===== config.mk =====
export PLATFORM = sky130hd
export DESIGN_NAME = seg7_scan_driver
export DESIGN_NICKNAME = d
export VERILOG_FILES = /design/src/rtl/seg7_scan_driver.sv
export SDC_FILE = /design/constraint.sdc
export NUM_CORES = 1
export LEC_CHECK = 0
export BUFFER_PORTS_ARGS = -buffer_cell sky130_fd_sc_hd__buf_2
export CORE_ASPECT_RATIO = 1.25
export CORE_MARGIN = 2
export CORE_UTILIZATION = 49
export CTS_CLUSTER_SIZE = 16
export DETAILED_ROUTE_END_ITERATION = 8
export PLACE_DENSITY = 0.69
export SYNTH_ARGS = -nofsm -noshare
export SYNTH_HDL_FRONTEND = slang
export SYNTH_SLANG_ARGS = --single-unit

===== constraint.sdc =====
create_clock -name clk100MHz -period 3.5 [get_ports clk100MHz]
set_clock_uncertainty 0.05 [all_clocks]
set_input_delay 0.35 -clock clk100MHz [delete_from_list [all_inputs] [get_ports clk100MHz]]
set_output_delay 0.35 -clock clk100MHz [all_outputs]
set_load 0.05 [all_outputs]

===== src/rtl/seg7_scan_driver.sv =====
`default_nettype none
// ============================================================================
// seg7_scan_driver : four-digit multiplexed common-anode 7-segment scanner
// Revision: 1.0
// ============================================================================
module seg7_scan_driver #(
    parameter int SCAN_DIV     = 100000,
    parameter int BLINK_FRAMES = 125
) (
    input  logic       clk100MHz,
    input  logic       rst,
    input  logic [3:0] tenmin,
    input  logic [3:0] onemin,
    input  logic [3:0] tensec,
    input  logic [3:0] onesec,
    input  logic       blank_lead,
    input  logic       blink_en,
    output logic [3:0] an,
    output logic [6:0] seg,
    output logic       dp,
    output logic       frame_tick
);

    localparam int            PW        = $clog2(SCAN_DIV);
    localparam int            FW        = (BLINK_FRAMES > 1) ? $clog2(BLINK_FRAMES) : 1;
    localparam logic [PW-1:0] PRE_LAST  = PW'(SCAN_DIV - 1);
    localparam logic [FW-1:0] FCNT_LAST = FW'(BLINK_FRAMES - 1);

    logic [PW-1:0]      pre_q, pre_d;
    logic [1:0]         idx_q, idx_d;
    logic [3:0][3:0]    snap_q, snap_d;
    logic [FW-1:0]      fcnt_q, fcnt_d;
    logic               phase_q, phase_d;
    logic [3:0]         an_q, an_d;
    logic [6:0]         seg_q, seg_d;
    logic               dp_q, dp_d;
    logic               tick_q, tick_d;

    logic               step, bnd, dark, lz;
    logic [3:0]         digit;

    function automatic logic [6:0] seg_of(input logic [3:0] d);
        case (d)
            4'd0:    seg_of = 7'b1000000;
            4'd1:    seg_of = 7'b1111001;
            4'd2:    seg_of = 7'b0100100;
            4'd3:    seg_of = 7'b0110000;
            4'd4:    seg_of = 7'b0011001;
            4'd5:    seg_of = 7'b0010010;
            4'd6:    seg_of = 7'b0000010;
            4'd7:    seg_of = 7'b1111000;
            4'd8:    seg_of = 7'b0000000;
            4'd9:    seg_of = 7'b0010000;
            default: seg_of = 7'b0111111;
        endcase
    endfunction

    always_comb begin
        step   = (pre_q == PRE_LAST);
        bnd    = step && (idx_q == 2'd3);
        pre_d  = step ? '0 : pre_q + 1'b1;
        idx_d  = step ? idx_q + 2'd1 : idx_q;
        snap_d = bnd ? {tenmin, onemin, tensec, onesec} : snap_q;

        fcnt_d  = fcnt_q;
        phase_d = phase_q;
        if (!blink_en) begin
            fcnt_d  = '0;
            phase_d = 1'b0;
        end else if (bnd) begin
            if (fcnt_q == FCNT_LAST) begin
                fcnt_d  = '0;
                phase_d = ~phase_q;
            end else begin
                fcnt_d = fcnt_q + 1'b1;
            end
        end

        // Next-state snapshot and phase are used so a boundary takes effect in slot 0
        dark  = blink_en && phase_d;
        lz    = blank_lead && (snap_d[3] == 4'd0) && (idx_d == 2'd3);
        digit = snap_d[idx_d];

        an_d  = an_q;
        seg_d = seg_q;
        dp_d  = dp_q;
        if (step) begin
            an_d  = (dark || lz) ? 4'b1111 : ~(4'b0001 << idx_d);
            seg_d = seg_of(digit);
            dp_d  = dark || (idx_d != 2'd2);
        end
        tick_d = bnd;
    end

    always_ff @(posedge clk100MHz) begin
        if (rst) begin
            pre_q   <= '0;
            idx_q   <= 2'd3;
            snap_q  <= '0;
            fcnt_q  <= '0;
            phase_q <= 1'b0;
            an_q    <= 4'b1111;
            seg_q   <= 7'b1111111;
            dp_q    <= 1'b1;
            tick_q  <= 1'b0;
        end else begin
            pre_q   <= pre_d;
            idx_q   <= idx_d;
            snap_q  <= snap_d;
            fcnt_q  <= fcnt_d;
            phase_q <= phase_d;
            an_q    <= an_d;
            seg_q   <= seg_d;
            dp_q    <= dp_d;
            tick_q  <= tick_d;
        end
    end

    assign an         = an_q;
    assign seg        = seg_q;
    assign dp         = dp_q;
    assign frame_tick = tick_q;

endmodule
`default_nettype wire


======== Word level (Yosys, flattened, before mapping) ========
Memory sizes are Yosys's and may differ from the RTL's. A register that Yosys moved wholly into a read port is not among the register bits.
Cells that the tools add are included.
word-level totals
  register bits ........................... 49
  latch bits .............................. 0
  bits of input ports ..................... 20
  bits in read-only memories .............. 112
  memories ................................ 1
  word-level logic and storage cells ...... 43
  output and inout bits ................... 13
  bits in writable memories ............... 0
memories
  name              words  bits a word  read ports  clocked after Yosys merged registers in  write ports  line  RTL
  (name not given)  16     7            1           1                                        0            43    case (d)
cells by class
  shift operators ......................... 1
  add/sub/neg operators ................... 3
  reductions and logical operators ........ 9
  div/mod/pow operators ................... 0
  $lt $le $gt $ge ......................... 1
  bitwise operators ....................... 3
  $mul .................................... 0
  equal/unequal tests ..................... 5
  muxes and demuxes ....................... 9
operators by type and width
  operator                                                    count
  adder 17 x 1 -> 17 bit, second input constant               1
  == test 17 bit, second input constant                       1
  two-way mux 16 bit                                          1
  binary-select mux 4 bit (select 2 bit)                      1
  two-way mux 4 bit                                           2
  adder 7 x 1 -> 7 bit, second input constant                 1
  == test 7 bit, second input constant                        1
  two-way mux 7 bit                                           1
  == test 2 bit, second input constant                        2
  logical AND 1 bit                                           4
  logical NOT 4 bit                                           1
  inverter 4 bit                                              1
  OR reduction 2 bit                                          2
  left shift 1 x 2 -> 4 bit, first input constant             1
  less-than comparator 2 x 3 -> 1 bit, second input constant  1
  two-way mux 1 bit                                           3
  adder 2 x 1 -> 2 bit, second input constant                 1
  logical OR 1 bit                                            2
  two-way mux 2 bit                                           1
  != test 2 bit, second input constant                        1
  inverter 1 bit                                              2

======== Longest topological paths before layout ========
  depth in word-level cells ............... 8
  gate-level depth with buffers ........... 13
  gate-level depth less buffers ........... 11

======== Least setup slack after synthesis ========
Ideal clock, no wire load.
  path type ............................... register to register
  start ................................... register pre_q[0]
  end ..................................... register seg_q[0], in the netlist seg[0]
  required time ........................... 3.333 ns
  buffers on the path ..................... 2
  setup time .............................. 0.117 ns
  data arrival time ....................... 2.938 ns
  period minus slack after synthesis ...... 3.105 ns
  slack ................................... 0.395 ns
  stages on the path, launching flop included .. 14
  cells stage by stage .................... dfxtp_1 -> ha_1 -> nand4_1 -> or4_1 -> buf_2 -> buf_2 -> nand3_1 -> a21oi_1 -> a2111oi_2 -> inv_1 -> ha_1 -> mux2_4 -> nand3_2 -> a21oi_2
on the way
  longest elaborated chain between the ends .. 5
  elaborated cells between the ends (all ways) .. 6
  those cells by class .................... eq/ne (1); mux (4); reduce/logical (1)
RTL lines
  element                                  line  RTL
  start: declaration                       29    logic [PW-1:0] pre_q, pre_d;
  start signal: assignment                 107   pre_q <= pre_d;
  == test 17 bit *                         59    step = (pre_q == PRE_LAST);
  logical AND 1 bit                        60    bnd = step && (idx_q == 2'd3);
  two-way mux 16 bit                       63    snap_d = bnd ? {tenmin, onemin, tensec, onesec} : snap_q;
  binary-select mux 4 bit (select 2 bit)   82    digit = snap_d[idx_d];
  two-way mux 4 bit (implied by the code)  82
  end: declaration                         35    logic [6:0] seg_q, seg_d;
Mark *: on every way between the ends. The rest lies on a longest branch, timed or not. The select of a mux whose other input is x is not followed.
A chain may end at the register's enable or synchronous reset.

======== Final worst setup path ========
  start ................................... register pre_q[11]
  end ..................................... register seg_q[4], in the netlist seg[4]
Same word-level chain as after synthesis.

==> impl_results.md <==
- Status: complete, no violations
- Avg Vias per Cell: 5.507
- Pre-CTS setup slack: 0.4311 ns
- Core ar.: 5741 µm²
- RSZ-0062 raised after global routing: false
- Fin crit share: 0.8855
- Cell taking the most area after synthesis: dfxtp_1
- Count of state elements after synthesis: 56
- CTS tree: built
- CTS Buffer Depth: 2
- Crit. Startpoint: pre_q[11]
- Most frequent cells in the layout: dfxtp_1 (56), nand2_1 (53), nor2_1 (43)
- Synthesis-to-finish area growth: 12.09%
- P_leak: 1.259 nW
- First-pass GRT wire length: 10520 µm
- Clk root buf: clkbuf_8
- CTS sink cnt: 56
- Shortest period the worst path allows: 3.099 ns
- Initial antenna violation count: 0
- Largest net degree at the start of global routing: 32
- Slew margin rel.: 0.6456
- Total GRT Usage: 0.2014
- Power, Total: 1.058 mW
- Syn Inst Count: 342
- Hold Crit Class: input pin to flip-flop
- Avg Inst Size Synth: 8.473 µm²
- Ports: 33
- Fmax: 322.7 MHz
- H-tree depth: 2
- Die Area: 6549 µm²
- CTS hold repair buffers: 0
- HP Start: tensec[3]
- Post-CTS Resized: 0
- Antenna cells: 0
- Wire per inst: 14.17 µm
- Yosys warns: 0
- Max-Cap Viols: 0
- Die Width: 72.78 µm
- Post-synth ARST share: 0
- Hold Fails Final Rpt: 0
- Pwr dens: 325.8 nW/µm²
- Final Max Slew Viols: 0
- Worst path arrival time: 3.29 ns
- Setup crit end kind: flip-flop
- Pre-antenna DRT Iters: 4
- Via count: 2423
- Maximum fanout along the worst path: 10
- Worst R2R Start: pre_q[11]
- Vias in the first global route: 2271
- Total grt overflow: 0
- Post-Route WL: 6236 µm
- Routability cong.: 0.8384
- Clock slew at reported path FFs: 0.09 ns
- Distinct cells, synth: 46
- Post-Syn Nets: 372
- Cell family with most CP delay: simple AND/OR/NAND/NOR gates
- Initial Util: 0.5048
- Peak VDD IR: 0.0001965 V
- Top-area cell type share of the netlist area: 0.3869
- Largest stage delay on the critical path: 0.61 ns
- Post-synth top flop: dfxtp_1
- Buf+Inv Stages, Crit Path: 1
- Setup_tns: 0 ns
- Leading cell type in the layout, fill and taps excluded: dfxtp_1
- Final-stage net count: 404
- Num rows: 31
- HPWL after detailed placement: 4557 µm
- Required @ worst endpoint: 3.69 ns
- ANT nets after route: 0
- Netlist Area Pre-Place: 2898 µm²
- # setup viols final: 0
- CP max stage cell: or4_1
- CP startpoint kind: flip-flop
- Final WS setup: 0.4008 ns
- Worst skew pair latency: 0.31 ns
- Chip Height: 89.98 µm
- Crit path cell chain: or4b_4 > or4_1 > buf_4 > and3_4 > nor4_4 > mux2_2 > a31oi_1
- Number of flops mapped to enable cells by yosys: 0
- Layout cells sized above 1: 0.1925
- WS Path Type: flip-flop to flip-flop
- Buffers added on ports: 32
- Setup bufs post-CTS: 0
- Slew @ Worst Pin: 0.5316 ns
- DRT iter0 DRCs: 125
- Total CTS buffers: 5
- DRC viols: 0
- Synth top area cells: dfxtp_1 (39%), nand2_1 (6.9%), nor2_1 (5.6%)
- R2r setup slk: 0.40 ns
- Sequential area share after synthesis: 0.3869
stage by stage:
| stage | cells | utilization | cell area [µm²] | hold slack [ns] |
|---|---|---|---|---|
| floorplan | 342 | - | 2898 | 0.3760 |
| finish | 440 | 0.5658 | 3248 | 0.2365 |
| CTS | 440 | 0.5658 | 3248 | 0.2306 |
| global placement | 433 | 0.5490 | 3152 | 0.3890 |
| global route | 440 | 0.5658 | 3248 | 0.2416 |
| detailed placement | 433 | 0.5490 | 3152 | 0.4016 |
state kept, by name (all words and copies together), names as in the netlist:
signal	cells
pre_q	17
snap_q	16
fcnt_q	7
seg	7
an	4
idx_q	2
dp	1
frame_tick	1
phase_q	1
cell usage after synthesis, types with 2 or more instances:
cell,n
dfxtp_1,56
nand2_1,53
nor2_1,43
a21oi_1,29
clkbuf_1,13
nand3_1,13
xor2_1,13
ha_1,10
xnor2_1,10
mux2_2,7
mux2i_1,7
nand2b_1,7
inv_1,6
a31oi_1,5
and3_1,5
nand4_1,5
nand3b_1,4
o21ai_0,4
a211oi_1,3
and2_1,3
buf_2,3
mux4_2,3
nor2b_1,3
nor3_1,3
or4_1,3
buf_1,2
nand4bb_1,2
nor4_1,2
nor4_4,2
nor4bb_1,2
o211ai_1,2
o21a_2,2
o21bai_1,2
or2_2,2
or3_1,2
area by class of cell:
class / count / area, µm²
Clock buffer: 7 / 96.34
Fill cell: 553 / 2492
Inverter: 6 / 22.52
Multi-Input combinational cell: 262 / 1683
Sequential cell: 56 / 1121
Tap cell: 66 / 82.58
Timing Repair Buffer: 43 / 242.7
metal layers:
metal  up-vias  wire (µm)  GRT usage
met1      1121       2805     0.2616
li1       1238          -          -
met4         0        174    0.08333
met5         -          0          0
met2        49       3040     0.3295
met3        15        216    0.02803
logic make-up after synthesis:
| family | after synthesis | share of synthesized area |
|---|---|---|
| simple gates | 160 | 0.2819 |
| fa+ha+maj | 10 | 0.04318 |
| flops | 56 | 0.3869 |
| xor+xnor | 23 | 0.06952 |
| compound gates | 51 | 0.1062 |
| buf+inv | 24 | 0.03238 |
| mux | 18 | 0.07988 |
power by group:
part,total (mW),internal [mW],switching [mW]
registers,0.642,0.640,0.00262
logic,0.0382,0.0171,0.0211
clock network,0.378,0.177,0.201
total,1.06,0.833,0.225
worst paths after layout:
path	endpoint	depth (start not counted)
worst max-delay path	seg[4]	7
worst min-delay path	snap_q[7]	3
worst max register to register	seg[4]	7
worst min register to register	pre_q[0]	1
worst min-delay path, delay by kind of cell:
family                 cells  cell delay, ns
AO/OA/AOI/OAI              1            0.05
AND/OR/NAND/NOR            1            0.05
buffers and inverters      1            0.10
Note: power is estimated with default switching activity, not from simulation.
